**src/rtl/maclyr_seq_if.sv**
```systemverilog
// rtl/maclyr_seq_if.sv - handshake bundle between the MAC neuron and its buffers
interface maclyr_seq_if #(
    parameter int W      = 16,
    parameter int N_TAPS = 9
);
    localparam int CNT_W = $clog2(N_TAPS + 1);

    logic             start;
    logic [W-1:0]     bias;
    logic             relu_en;
    logic             in_valid;
    logic             in_ready;
    logic [W-1:0]     in_data;
    logic [W-1:0]     in_weight;
    logic             out_valid;
    logic             out_ready;
    logic [W-1:0]     out_data;
    logic             busy;
    logic [CNT_W-1:0] tap_cnt;

    modport master (
        output start, bias, relu_en, in_valid, in_data, in_weight, out_ready,
        input  in_ready, out_valid, out_data, busy, tap_cnt
    );

    modport slave (
        input  start, bias, relu_en, in_valid, in_data, in_weight, out_ready,
        output in_ready, out_valid, out_data, busy, tap_cnt
    );
endinterface

```
**src/rtl/maclyr_seq.sv**
```systemverilog
// rtl/maclyr_seq.sv - time-multiplexed fixed-point MAC neuron with rescale, saturation and ReLU
module maclyr_seq #(
    parameter int W      = 16,
    parameter int FRAC   = 8,
    parameter int N_TAPS = 9,
    parameter int SAT    = 1
) (
    input logic         clk,
    input logic         rst_n,
    maclyr_seq_if.slave bus
);
    localparam int CNT_W = $clog2(N_TAPS + 1);
    localparam int ACC_W = 2 * W + $clog2(N_TAPS) + 2;

    localparam logic signed [ACC_W-1:0] MAX_V = {{(ACC_W-W+1){1'b0}}, {(W-1){1'b1}}};
    localparam logic signed [ACC_W-1:0] MIN_V = {{(ACC_W-W+1){1'b1}}, {(W-1){1'b0}}};

    typedef enum logic [1:0] {IDLE, ACC, OUT} state_t;

    state_t                  state;
    state_t                  state_nx;
    logic signed [ACC_W-1:0] acc;
    logic signed [ACC_W-1:0] bias_ext;
    logic signed [ACC_W-1:0] prod_ext;
    logic signed [ACC_W-1:0] sum;
    logic signed [ACC_W-1:0] shifted;
    logic signed [2*W-1:0]   prod;
    logic [CNT_W-1:0]        cnt;
    logic                    relu_q;
    logic [W-1:0]            out_q;
    logic [W-1:0]            clip;
    logic [W-1:0]            res;
    logic                    accept;
    logic                    last;
    logic                    load;

    // Full-precision datapath: product and bias are sign-extended, never truncated before the sum.
    always_comb begin
        prod     = $signed(bus.in_data) * $signed(bus.in_weight);
        prod_ext = {{(ACC_W-2*W){prod[2*W-1]}}, prod};
        bias_ext = {{(ACC_W-W){bus.bias[W-1]}}, bus.bias} <<< FRAC;
        sum      = acc + prod_ext;
        shifted  = sum >>> FRAC;
    end

    always_comb begin
        clip = shifted[W-1:0];
        if (SAT != 0) begin
            if (shifted > MAX_V) begin
                clip = {1'b0, {(W-1){1'b1}}};
            end else if (shifted < MIN_V) begin
                clip = {1'b1, {(W-1){1'b0}}};
            end
        end
        res = (relu_q && clip[W-1]) ? '0 : clip;
    end

    always_comb begin
        state_nx = state;
        accept   = 1'b0;
        last     = (cnt == CNT_W'(N_TAPS - 1));
        load     = 1'b0;
        unique case (state)
            IDLE: begin
                if (bus.start) begin
                    load     = 1'b1;
                    state_nx = ACC;
                end
            end
            ACC: begin
                accept = bus.in_valid;
                if (bus.in_valid && last) begin
                    state_nx = OUT;
                end
            end
            OUT: begin
                // A start coinciding with the result handshake chains the next neuron without a bubble.
                if (bus.out_ready) begin
                    load     = bus.start;
                    state_nx = bus.start ? ACC : IDLE;
                end
            end
            default: state_nx = IDLE;
        endcase
    end

    always_ff @(posedge clk or negedge rst_n) begin
        if (!rst_n) begin
            state <= IDLE;
        end else begin
            state <= state_nx;
        end
    end

    always_ff @(posedge clk or negedge rst_n) begin
        if (!rst_n) begin
            acc    <= '0;
            cnt    <= '0;
            relu_q <= 1'b0;
            out_q  <= '0;
        end else if (load) begin
            acc    <= bias_ext;
            cnt    <= '0;
            relu_q <= bus.relu_en;
        end else if (accept) begin
            acc <= sum;
            cnt <= cnt + CNT_W'(1);
            if (last) begin
                out_q <= res;
            end
        end
    end

    assign bus.in_ready  = (state == ACC);
    assign bus.out_valid = (state == OUT);
    assign bus.busy      = (state != IDLE);
    assign bus.out_data  = out_q;
    assign bus.tap_cnt   = cnt;
endmodule

```
**src/flat_wrapper.sv**
```systemverilog
// flat-port wrapper written by rule: the top's interface ports become plain ports
module maclyr_seq_flat 
#(
    parameter int W      = 16,
    parameter int FRAC   = 8,
    parameter int N_TAPS = 9,
    parameter int SAT    = 1
)
  (clk, rst_n, bus_start, bus_bias, bus_relu_en, bus_in_valid, bus_in_data, bus_in_weight, bus_out_ready, bus_in_ready, bus_out_valid, bus_out_data, bus_busy, bus_tap_cnt);
  maclyr_seq_if #(.W(W), .N_TAPS(N_TAPS)) bus_i ();
  input logic clk;
  input logic rst_n;
  input wire logic [$bits(bus_i.start)-1:0] bus_start;
  input wire logic [$bits(bus_i.bias)-1:0] bus_bias;
  input wire logic [$bits(bus_i.relu_en)-1:0] bus_relu_en;
  input wire logic [$bits(bus_i.in_valid)-1:0] bus_in_valid;
  input wire logic [$bits(bus_i.in_data)-1:0] bus_in_data;
  input wire logic [$bits(bus_i.in_weight)-1:0] bus_in_weight;
  input wire logic [$bits(bus_i.out_ready)-1:0] bus_out_ready;
  output wire logic [$bits(bus_i.in_ready)-1:0] bus_in_ready;
  output wire logic [$bits(bus_i.out_valid)-1:0] bus_out_valid;
  output wire logic [$bits(bus_i.out_data)-1:0] bus_out_data;
  output wire logic [$bits(bus_i.busy)-1:0] bus_busy;
  output wire logic [$bits(bus_i.tap_cnt)-1:0] bus_tap_cnt;
  assign bus_i.start = bus_start;
  assign bus_i.bias = bus_bias;
  assign bus_i.relu_en = bus_relu_en;
  assign bus_i.in_valid = bus_in_valid;
  assign bus_i.in_data = bus_in_data;
  assign bus_i.in_weight = bus_in_weight;
  assign bus_i.out_ready = bus_out_ready;
  assign bus_in_ready = bus_i.in_ready;
  assign bus_out_valid = bus_i.out_valid;
  assign bus_out_data = bus_i.out_data;
  assign bus_busy = bus_i.busy;
  assign bus_tap_cnt = bus_i.tap_cnt;
  maclyr_seq #(.W(W), .FRAC(FRAC), .N_TAPS(N_TAPS), .SAT(SAT)) u_core (.clk(clk), .rst_n(rst_n), .bus(bus_i));
endmodule
```
**config.mk**
```make
export PLATFORM = sky130hd
export DESIGN_NAME = maclyr_seq_flat
export DESIGN_NICKNAME = d
export VERILOG_FILES = /design/src/rtl/maclyr_seq_if.sv /design/src/rtl/maclyr_seq.sv /design/src/flat_wrapper.sv
export SDC_FILE = /design/constraint.sdc
export NUM_CORES = 1
export LEC_CHECK = 0
export BUFFER_PORTS_ARGS = -buffer_cell sky130_fd_sc_hd__clkbuf_2
export CAP_MARGIN = 20
export CELL_PAD_IN_SITES_DETAIL_PLACEMENT = 1
export CELL_PAD_IN_SITES_GLOBAL_PLACEMENT = 2
export CORE_MARGIN = 2
export CORE_UTILIZATION = 38
export CTS_BUF_LIST = sky130_fd_sc_hd__clkbuf_8
export DETAILED_ROUTE_END_ITERATION = 6
export GPL_TIMING_DRIVEN = 0
export PLACE_DENSITY_LB_ADDON = 0.1
export SETUP_SLACK_MARGIN = 0.5
export SYNTH_ARGS = -nofsm -noshare
export SYNTH_HDL_FRONTEND = slang
export SYNTH_SLANG_ARGS = --single-unit
```
**constraint.sdc**
```tcl
create_clock -name clk -period 5.25 [get_ports clk]
set_input_delay 0.525 -clock clk [delete_from_list [all_inputs] [get_ports clk]]
set_output_delay 0.525 -clock clk [all_outputs]
set_load 0.01 [all_outputs]
```
## Word-level counts from Yosys, hierarchy flattened

Cells that the tools add are included.

- Flip-flop bits (word level): 61
- Output and inout bits: 23
- Word-level logic and storage cells: 40

- Add/subtract/negate cells: 2
- Multiply operators: 1
- Magnitude comparators: 2
- Eq/ne operators: 6
- Muxes and demuxes: 16
- Bitwise gates (word level): 1
- Reductions and logical operators: 7

Operators by type and width:

| operator | number |
|---|---|
| 38-bit 2-to-1 mux | 2 |
| 16-bit 2-to-1 mux | 3 |
| 38-bit by 32-bit adder with 38-bit output | 1 |
| 16-bit by 16-bit multiplier with 32-bit output | 1 |
| 30-bit by 16-bit > comparator with 1-bit output, second input constant | 1 |
| 30-bit by 16-bit less-than comparator with 1-bit output, second input constant | 1 |
| 4-bit 2-to-1 mux | 2 |
| 2-bit 2-to-1 mux | 3 |
| 2-bit case mux with 3 select lines | 1 |
| 3-bit AND reduction | 2 |
| 4-bit by 1-bit adder with 4-bit output, second input constant | 1 |
| 4-bit equality test, second input constant | 1 |
| 1-bit 2-to-1 mux | 4 |
| 2-bit != test, second input constant | 2 |
| 2-bit nonzero test | 2 |
| 2-bit by 1-bit equality test with 1-bit output, second input constant | 1 |
| 2-bit equality test, second input constant | 1 |
| 1-bit logical AND | 2 |
| 2-bit logical NOT | 1 |
| 2-bit by 1-bit != test with 1-bit output, second input constant | 1 |
| 1-bit case mux with 2 select lines | 1 |
| 1-bit inverter | 1 |

## Depth between registers and ports, before layout

Gate-level depths: netlist of the first run.

- Word-level depth: 7
- Depth in mapped cells: 28

## Worst setup path before layout of the first run

No wires, ideal clock.

- Path kind: in2reg
- Start: input bus_in_data[15]
- End: register u_core.out_q[13] (netlist: u_core.bus.out_data[13])
- Library setup time: 0.126 ns
- Arrival: 6.949 ns
- Path slack: -1.825 ns
- Stages on the path: 25
- Buffers on the path: 3
- Path through: clkbuf_1 -> nand2_1 -> inv_1 -> fa_1 -> inv_1 -> fa_1 -> inv_1 -> fa_1 -> inv_1 -> fa_1 -> fa_1 -> fa_1 -> inv_1 -> ha_1 -> clkbuf_2 -> a21oi_1 -> o21ai_1 -> a221o_1 -> a21o_1 -> or3_1 -> and2_1 -> nor3_4 -> a21oi_4 -> buf_6 -> a221o_1

- Cells in the longest elaborated chain, start to end: 7

Ends and longest elaborated chain:

| element | line | text |
|---|---|---|
| start, declared | flat_wrapper.sv:17 | `input wire logic [$bits(bus_i.in_data)-1:0] bus_in_data;` |
| 16-bit by 16-bit multiplier with 32-bit output (*) | maclyr_seq.sv:39 | `prod = $signed(bus.in_data) * $signed(bus.in_weight);` |
| 38-bit by 32-bit adder with 38-bit output (*) | maclyr_seq.sv:42 | `sum = acc + prod_ext;` |
| 30-bit by 16-bit less-than comparator with 1-bit output | maclyr_seq.sv:51 | `end else if (shifted < MIN_V) begin` |
| 16-bit 2-to-1 mux | maclyr_seq.sv:51 |  |
| 16-bit 2-to-1 mux (*) | maclyr_seq.sv:49 | `if (shifted > MAX_V) begin` |
| 1-bit logical AND | maclyr_seq.sv:55 | `res = (relu_q && clip[W-1]) ? '0 : clip;` |
| 16-bit 2-to-1 mux (*) | maclyr_seq.sv:55 |  |
| end signal, assigned | maclyr_seq.sv:109 | `out_q <= res;` |
| end, declared | maclyr_seq.sv:30 | `logic [W-1:0] out_q;` |

Mark *: on every way between the ends. The rest lies on a longest branch, timed or not.
A chain may end at the register's enable or synchronous reset.

## Worst setup path after layout of the first run

- Start: input bus_in_weight[3]
- End: register u_core.out_q[6] (netlist: u_core.bus.out_data[6])

- Cells in the longest elaborated chain, start to end: 7

Ends and longest elaborated chain:

| element | line | text |
|---|---|---|
| start, declared | flat_wrapper.sv:18 | `input wire logic [$bits(bus_i.in_weight)-1:0] bus_in_weight;` |
| 16-bit by 16-bit multiplier with 32-bit output (*) | maclyr_seq.sv:39 |  |
| 38-bit by 32-bit adder with 38-bit output (*) | maclyr_seq.sv:42 |  |
| 30-bit by 16-bit less-than comparator with 1-bit output | maclyr_seq.sv:51 |  |
| 16-bit 2-to-1 mux | maclyr_seq.sv:51 |  |
| 16-bit 2-to-1 mux (*) | maclyr_seq.sv:49 |  |
| 1-bit logical AND | maclyr_seq.sv:55 |  |
| 16-bit 2-to-1 mux (*) | maclyr_seq.sv:55 |  |

Marked as above.

==> summary.md, run 1 <==
| Metric | Value |
|---|---|
| Status | `complete, but fails checks` |
| Failing checks | `negative setup slack` |
| Routed len/inst | `21.35 um` |
| # clock sinks | `61` |
| Fin nets | `2254` |
| Reg-to-reg endpoint | `u_core.bus.out_data[6]$_DFFE_PN0P_` |
| Final WL | `48850 um` |
| Mean Syn Cell Area | `9.355 um^2` |
| Synth Flop Type | `dfrtp_1` |
| Post-Syn Area | `14960 um^2` |
| Max FO, Critical Path | `5` |
| Final min period | `6.907 ns` |
| Drt first-iter violations | `440` |
| TritonRoute pass-1 iters | `4` |
| DP Wirelength | `40240 um` |
| Worst Path Buf+Inv | `9` |
| First-pass GRT wire length | `77800 um` |
| Sequential area share after synthesis | `0.1020` |
| Htree depth | `3` |
| Layout cells sized above 1 | `0.2621` |
| Place WS | `-2.701 ns` |
| CP max stage cell | `fa_2` |
| Max_slew headroom | `0.4367` |
| Netlist cell types | `70` |
| FF-to-FF Start | `u_core.acc[15]$_DFFE_PN0P_` |
| Hold crit path type | `in2async` |
| Maximum clock rate | `0.1448 GHz` |
| Final Max Slew Viols | `0` |
| Max-cap violations | `0` |
| Crit Path Category | `in2reg` |
| Worst r2r path cells | `21` |
| GRT overflow | `0` |
| Die area | `40970 um^2` |
| CP Data Arrival Time | `7.14 ns` |
| Pin count of the biggest net entering global routing | `48` |
| TritonCTS Buffers | `9` |
| RSZ-0062 raised after global routing | `yes` |
| Post-layout worst setup margin | `-1.657 ns` |
| Core ar. | `38740 um^2` |
| # rows | `72` |
| Startpoint types | `primary input` |
| Via count | `11437` |
| Vias in the first global route | `13083` |
| Synth Warn # | `0` |
| Gpl congestion | `0.8588` |
| Port bufs | `76` |
| Setup crit end | `u_core.bus.out_data[6]$_DFFE_PN0P_` |
| Antenna cells | `0` |
| Syn Inst Count | `1599` |
| Worst-case clock buffer depth | `2` |
| Slew @ Worst Pin | `0.8237 ns` |
| CTS tree | `built` |
| DIE HEIGHT | `202.4 um` |
| Worst setup path startpoint | `bus_in_weight[3]` |
| Vias/cell | `4.999` |
| Crit share post-route | `1.316` |
| Critical Path RT | `5.48 ns` |
| Clock Latency Late Sink | `0.36 ns` |
| Die W | `202.4 um` |
| Root Buffer Master | `clkbuf_8` |
| Initial Util | `0.3862` |
| Fin Clk Skew | `0.01165 ns` |
| Post-synth net total | `2088` |
| Crit end category | `flip-flop` |
| Clk pin slew, worst setup/hold paths | `0.08 ns` |
| Critical Path Max Stage Delay | `0.64 ns` |
| Setup violators final | `39` |
| IO Count | `77` |
| Reg2reg setup slack | `-0.72 ns` |
| Area grow syn2layout | `28.09%` |
| Antenna violations before repair | `0` |
| Async S/R FF share, synth | `1.000` |
| Yosys reg bits | `61` |
| Final hold violations | `0` |
| Number of cells on the critical path | `27` |
| Number of synthesized flops with an enable pin | `0` |
| Drt drc | `0` |
| Gr usage total | `0.2482` |
| Post-DRT Antenna Nets | `0` |
| CP top delay family | `adder cells` |
layout make-up:
type	instances	area [um^2]
sequential	61	1526
clock inverter	7	103.9
multi-input combinational	1084	13080
tap	518	648.1
inverter	392	1488
timing repair inverter	1	7.507
buffer	62	853.3
fill	4332	19580
timing repair buffer	154	1326
clock buffer	9	123.9
cells by family (layout without fill, tap and decap cells):
| group | Yosys count | after routing | synth area share |
|---|---|---|---|
| flops | 61 | 61 | 0.1020 |
| compound gates | 187 | 187 | 0.09309 |
| mux | 5 | 5 | 0.003429 |
| xor+xnor | 33 | 33 | 0.01932 |
| buf+inv | 454 | 625 | 0.1158 |
| fa+ha+maj | 435 | 435 | 0.5254 |
| simple gates | 424 | 424 | 0.1409 |
registers in the layout, indices dropped and copies added (netlist names):
register	count
u_core.acc	38
u_core.bus.out_data	16
u_core.bus.tap_cnt	4
u_core.relu_q	1
u_core.state	2
routing by layer:
layer / up-vias / share of wire / GRT usage / routed length (um)
met5: - / 0 / 0 / 0
met4: 0 / 0.012 / 0.03154 / 582
met3: 37 / 0.023 / 0.01757 / 1118
met2: 161 / 0.48 / 0.4105 / 23560
met1: 6019 / 0.48 / 0.3676 / 23590
li1: 5220 / - / - / -
repair_timing:
action	in CTS	in global routing
pin swaps	51	57
setup buffers	35	40
hold buffers	0	0
setup endpoints to repair	45	46
gates cloned	2	1
gates resized for setup	205	147
synthesized netlist by cell type, types with 3 or more instances:
cell / n / area share
nand2_1: 184 / 0.046
ha_1: 113 / 0.095
xor2_1: 11 / 0.0064
and2_1: 128 / 0.054
a31oi_1: 4 / 0.0017
nand4_1: 8 / 0.0033
mux2i_1: 4 / 0.0027
a21o_1: 17 / 0.0085
o21a_1: 5 / 0.0025
nor3_1: 8 / 0.0027
buf_1: 3 / 0.00075
buf_2: 6 / 0.0020
and4_1: 3 / 0.0018
and3_1: 12 / 0.0050
o21bai_1: 5 / 0.0025
inv_1: 392 / 0.098
a22o_1: 8 / 0.0047
o21ai_0: 24 / 0.0080
nor2_1: 44 / 0.011
o31ai_1: 3 / 0.0015
dfrtp_1: 61 / 0.10
nor3b_1: 3 / 0.0015
nor4_1: 3 / 0.0013
nor2b_1: 6 / 0.0025
xnor2_1: 22 / 0.013
a22oi_1: 16 / 0.0080
o211ai_1: 4 / 0.0020
clkbuf_1: 48 / 0.012
a21oi_1: 42 / 0.014
fa_1: 322 / 0.43
nand3_1: 8 / 0.0027
nand2b_1: 4 / 0.0017
o21ai_1: 5 / 0.0017
a221o_1: 27 / 0.018
through the flow:
stage / hold slack, ns / utilization / setup TNS, ns / cell area, um^2 / instances
after floorplan: 0.2294 / - / -30.65 / 15670 / 1599
after detailed placement: 0.4462 / 0.4318 / -75.84 / 16730 / 2194
after global placement: 0.5006 / 0.4310 / -73.44 / 16700 / 2193
final: 0.06125 / 0.4946 / -40.59 / 19160 / 2288
after global routing: 0.06567 / 0.4946 / -46.85 / 19160 / 2288
after CTS: 0.05031 / 0.4711 / -40.48 / 18250 / 2247
worst min-delay path by stage:
stage	from	end	slack [ns]	depth (start not counted)
finish	rst_n	u_core.acc[33]$_DFFE_PN0P_	0.06	1
CTS	rst_n	u_core.acc[27]$_DFFE_PN0P_	0.05	1
floorplan	rst_n	u_core.acc[0]$_DFFE_PN0P_	0.23	0
global placement	u_core.relu_q$_DFFE_PN0P_	u_core.relu_q$_DFFE_PN0P_	0.50	1
global route	rst_n	u_core.acc[33]$_DFFE_PN0P_	0.07	1
detailed placement	rst_n	u_core.acc[33]$_DFFE_PN0P_	0.45	1
cell usage in the layout (no fill, tap or decap), types with 27 or more instances in the layout:
| cell type | instances |
|---|---|
| a221o_1 | 27 |
| and2_1 | 112 |
| buf_4 | 59 |
| buf_6 | 35 |
| clkbuf_2 | 47 |
| dfrtp_1 | 61 |
| fa_1 | 299 |
| ha_1 | 88 |
| inv_1 | 357 |
| inv_2 | 30 |
| nand2_1 | 161 |
| nor2_1 | 35 |
Power of run 1 is left out: the tool's default activity adds up to more than one toggle a clock period on the data nets, which glitch-free logic cannot reach.
==> inputs of run 2 (changes only) <==
Settings changed: CELL_PAD_IN_SITES_DETAIL_PLACEMENT 1 to 2, CTS_CLUSTER_SIZE set to 12.
==> summary.md, run 2 (synthesis gave the netlist of run 1 again) <==
| Metric | Value |
|---|---|
| Max FO, Critical Path | `5` |
| RSZ-0062 raised after global routing | `yes` |
| Critical Path RT | `5.50 ns` |
| Initial Util | `0.3862` |
| Post-DRT Antenna Nets | `0` |
| Max reg flops | `38` |
| Final min period | `7.142 ns` |
| Crit Path Category | `in2reg` |
| Routed len/inst | `27.52 um` |
| Drt drc | `0` |
| Status | `complete, but fails checks` |
| Final WL | `65080 um` |
| TritonCTS Buffers | `9` |
| Largest reg by FF count | `u_core.acc` |
| Clock Latency Late Sink | `0.38 ns` |
| Crit share post-route | `1.360` |
| DP Wirelength | `44290 um` |
| Clk pin slew, worst setup/hold paths | `0.10 ns` |
| Final Max Slew Viols | `0` |
| Gpl congestion | `0.8588` |
| First-pass GRT wire length | `89110 um` |
| # hold bufs at CTS | `0` |
| Layout cells sized above 1 | `0.3185` |
| Htree depth | `3` |
| FF-to-FF Start | `u_core.acc[15]$_DFFE_PN0P_` |
| Setup TNS | `-52.82 ns` |
| Vias/cell | `5.293` |
| Drt first-iter violations | `616` |
| Crit end category | `flip-flop` |
| Antenna violations before repair | `0` |
| Max-cap violations | `0` |
| Worst r2r path cells | `21` |
| Hold crit path type | `in2async` |
| Place WS | `-2.791 ns` |
| DIE HEIGHT | `202.4 um` |
| Port bufs | `76` |
| CP Data Arrival Time | `7.39 ns` |
| Max_slew headroom | `0.4277` |
| # clock sinks | `61` |
| CTS tree | `built` |
| Final hold violations | `0` |
| Worst-case clock buffer depth | `2` |
| Setup violators final | `44` |
| Fin Clk Skew | `0.02069 ns` |
| TritonRoute pass-1 iters | `5` |
| Pin count of the biggest net entering global routing | `48` |
| GRT overflow | `0` |
| Worst setup path startpoint | `bus_in_weight[3]` |
| Fin nets | `2330` |
| Startpoint types | `primary input` |
| Vias in the first global route | `14484` |
| Fin Hold WS | `0.04573 ns` |
| IO Count | `77` |
| Commonest non-fill, non-tap cell in the layout | `inv_1` |
| Area grow syn2layout | `34.74%` |
| Gr usage total | `0.2880` |
| Slew @ Worst Pin | `0.8585 ns` |
| Via count | `12518` |
| Die area | `40970 um^2` |
| Core ar. | `38740 um^2` |
| Maximum clock rate | `0.1400 GHz` |
| Root Buffer Master | `clkbuf_8` |
| Post-layout worst setup margin | `-1.892 ns` |
| Die W | `202.4 um` |
| Failing checks | `negative setup slack` |
| # rows | `72` |
| Commonest cells after routing, fill and taps aside | `342 x inv_1, 290 x fa_1, 159 x nand2_1, 112 x buf_4, 106 x and2_1` |
| Reg2reg setup slack | `-1.07 ns` |
| Fillers | `3946` |
| Final core utilization | `0.5203` |
## run 2: cell types whose count changed in the layout (fill, tap and decap cells not counted), sizes merged
cell / delta
clkbuf: +4
diode: +1
bufinv: -1
clkinv: +1
buf: +73
inv: -3
clkinvlp: +2
## run 2: area by class of cell
type | count | area (um^2) | share of cell area
buffer | 62 | 904.6 | 0.04488
antenna | 1 | 2.502 | 0.0001241
tap | 518 | 648.1 | 0.03215
inverter | 392 | 1488 | 0.07381
timing repair inverter | 1 | 7.507 | 0.0003724
multi-input combinational | 1084 | 13300 | 0.6597
sequential | 61 | 1526 | 0.07573
timing repair buffer | 230 | 2074 | 0.1029
clock buffer | 10 | 137.6 | 0.006828
clock inverter | 6 | 71.32 | 0.003538
## run 2: timing repair
action | CTS | global route
gates cloned | 4 | 1
resized for setup | 283 | 162
pin swaps | 78 | 121
buffers inserted | 79 | 70
setup endpoints to repair | 45 | 48
## run 2: final timing paths
check / to
max: u_core.bus.out_data[2]$_DFFE_PN0P_
min in group clk: u_core.state[1]$_DFFE_PN0P_
max in group asynchronous: u_core.acc[10]$_DFFE_PN0P_
max reg2reg: u_core.bus.out_data[2]$_DFFE_PN0P_
min: u_core.acc[30]$_DFFE_PN0P_
min reg2reg: u_core.acc[0]$_DFFE_PN0P_
## run 2: critical path, stage by stage
cell and delay, ns:
clkbuf_16 0.13, clkbuf_16 0.15, and2_4 0.14, fa_2 0.60, inv_2 0.06, fa_2 0.60
buf_12 0.13, inv_4 0.04, buf_4 0.13, fa_2 0.63, buf_4 0.14, fa_2 0.45
fa_1 0.51, inv_1 0.05, fa_1 0.51, inv_1 0.07, ha_2 0.20, a21o_1 0.19
a21oi_4 0.17, and3b_1 0.18, nand4_1 0.24, a41oi_2 0.33, xor2_2 0.21, o211ai_1 0.19
nor3_4 0.24, a21oi_4 0.12, buf_6 0.15, a221o_1 0.27
## run 2: per-stage QoR
step | cell area [um^2] | std cells
after floorplan | 15670 | 1599
after global placement | 16700 | 2193
after detailed placement | 16730 | 2194
after CTS | 18920 | 2293
after global routing | 20150 | 2364
final | 20160 | 2365
## run 2: per-layer routing
metal	track usage	wire length [um]	vias up
li1	-	-	5367
met1	0.3936	27990	6757
met2	0.5059	33440	295
met3	0.02257	1892	99
met4	0.05240	1755	0
met5	0	0	-
Power of run 2 is left out for the same reason.
==> inputs of run 3 (changes only) <==
Settings changed: SKIP_CTS_REPAIR_TIMING set to 1.
==> summary.md, run 3 (synthesis gave the netlist of run 1 again) <==
| Metric | Value |
|---|---|
| Status | `complete, but fails checks` |
| Failing checks | `negative setup slack` |
| Worst-path cell chain | `buf_12 > buf_8 > and2_4 > fa_2 > inv_2 > fa_2 > inv_4 > fa_2 > buf_4 > fa_2 > fa_1 > inv_1 > fa_1 > inv_1 > ha_1 > clkbuf_1 > nor4b_1 > a2111oi_1 > o311ai_4 > and4bb_1 > a21oi_4 > buf_6 > a221o_1` |
| Initial Util | `0.3862` |
| Fillers | `4128` |
| Clk pin slew, worst setup/hold paths | `0.09 ns` |
| Die W | `202.4 um` |
| Max_slew headroom | `0.3809` |
| Commonest cells after routing, fill and taps aside | `350 x inv_1, 298 x fa_1, 163 x nand2_1, 110 x and2_1, 88 x ha_1` |
| Gpl congestion | `0.8588` |
| # clock sinks | `61` |
| Antenna violations before repair | `0` |
| Via count | `11834` |
| Fin Clk Skew | `0.01246 ns` |
| Post-layout worst setup margin | `-1.828 ns` |
| Core ar. | `38740 um^2` |
| Area grow syn2layout | `27.46%` |
| CP max stage cell | `a2111oi_1` |
| Drt drc | `0` |
| Final WL | `55150 um` |
| Placed cells | `2194` |
| Layout cells sized above 1 | `0.2731` |
| Commonest non-fill, non-tap cell in the layout | `inv_1` |
| M1 WL | `24810 um` |
| CP Data Arrival Time | `7.32 ns` |
| Critical Path Max Stage Delay | `0.76 ns` |
| Vias/cell | `5.134` |
| IO Count | `77` |
| DIE HEIGHT | `202.4 um` |
| Final Max Slew Viols | `0` |
| Vias in the first global route | `13623` |
| Max FO, Critical Path | `10` |
| Port bufs | `76` |
| Startpoint types | `primary input` |
| Crit Path Category | `in2reg` |
| TritonRoute pass-1 iters | `4` |
| Htree depth | `3` |
| # rows | `72` |
| Routed len/inst | `23.93 um` |
| Max reg flops | `38` |
| Crit share post-route | `1.348` |
| Worst-case clock buffer depth | `2` |
| Met3 WL | `1414 um` |
| Pin count of the biggest net entering global routing | `48` |
| RSZ-0062 raised after global routing | `yes` |
| TritonCTS Buffers | `9` |
| Final min period | `7.078 ns` |
| Clock Latency Late Sink | `0.36 ns` |
| Largest reg by FF count | `u_core.acc` |
| Post-DRT Antenna Nets | `0` |
| Gr usage total | `0.2638` |
| First-pass GRT wire length | `82040 um` |
| CTS tree | `built` |
| Top layer reached by signal wires | `met4` |
| Maximum clock rate | `0.1413 GHz` |
| Antenna cells | `0` |
| Final hold violations | `0` |
| Critical Path RT | `5.49 ns` |
| GRT overflow | `0` |
| Die area | `40970 um^2` |
| Max-cap violations | `0` |
| DP Wirelength | `44290 um` |
| Slew @ Worst Pin | `0.9287 ns` |
| CP most frequent cell | `fa_2` |
| Hold crit path type | `in2async` |
| Met2 WL | `28060 um` |
| Setup violators final | `39` |
| Fin nets | `2271` |
| Drt first-iter violations | `498` |
| Crit end category | `flip-flop` |
| Root Buffer Master | `clkbuf_8` |
| Finished Layout Cells | `2305` |
## run 3: final cells by class
class	count	area [um^2]	area share
clock inverters	6	71.32	0.003740
multi-input cells	1084	13020	0.6827
well taps	518	648.1	0.03399
plain buffers	62	782.0	0.04101
flip-flops and latches	61	1526	0.08006
clock buffers	10	137.6	0.007218
inverters	392	1485	0.07789
repair buffers	171	1393	0.07304
repair inverters	1	7.507	0.0003937
## run 3: per-layer routing
layer,GRT usage,vias to the layer above
li1,-,5252
met1,0.3700,6341
met2,0.4469,190
met3,0.02451,51
met4,0.05318,0
met5,0,-
## run 3: through the flow
step	hold slack (ns)	setup WS (ns)	utilization	TNS (ns)	cell area, um^2
after global placement	0.5006	-2.585	0.4310	-73.44	16700
final	0.05449	-1.828	0.4922	-45.40	19070
after floorplan	0.2294	-1.352	-	-30.65	15670
after CTS	0.04233	-2.490	0.4372	-66.42	16940
after detailed placement	0.4480	-2.791	0.4318	-79.91	16730
after global routing	0.05362	-2.076	0.4922	-53.17	19070
## run 3: critical path: cells and delay by family
kind	cells	cell delay, ns
and+or+nand+nor	3	0.66
buffers and inverters	9	1.18
adders and majority gates	7	3.56
AOI/OAI and AO/OA	4	1.39
## run 3: final timing paths
| check | startpoint | end | slack (ns) | depth (start not counted) |
|---|---|---|---|---|
| setup / recovery | bus_in_weight[3] | u_core.bus.out_data[14]$_DFFE_PN0P_ | -1.83 | 23 |
| hold / removal | rst_n | u_core.acc[30]$_DFFE_PN0P_ | 0.05 | 1 |
| hold reg to reg | u_core.acc[20]$_DFFE_PN0P_ | u_core.acc[20]$_DFFE_PN0P_ | 0.52 | 2 |
| min in group clk | bus_out_ready | u_core.state[1]$_DFFE_PN0P_ | 0.39 | 2 |
| max in group asynchronous | rst_n | u_core.acc[10]$_DFFE_PN0P_ | 4.65 | 2 |
| setup reg to reg | u_core.acc[15]$_DFFE_PN0P_ | u_core.bus.out_data[3]$_DFFE_PN0P_ | -0.98 | 21 |
Power of run 3 is left out for the same reason.
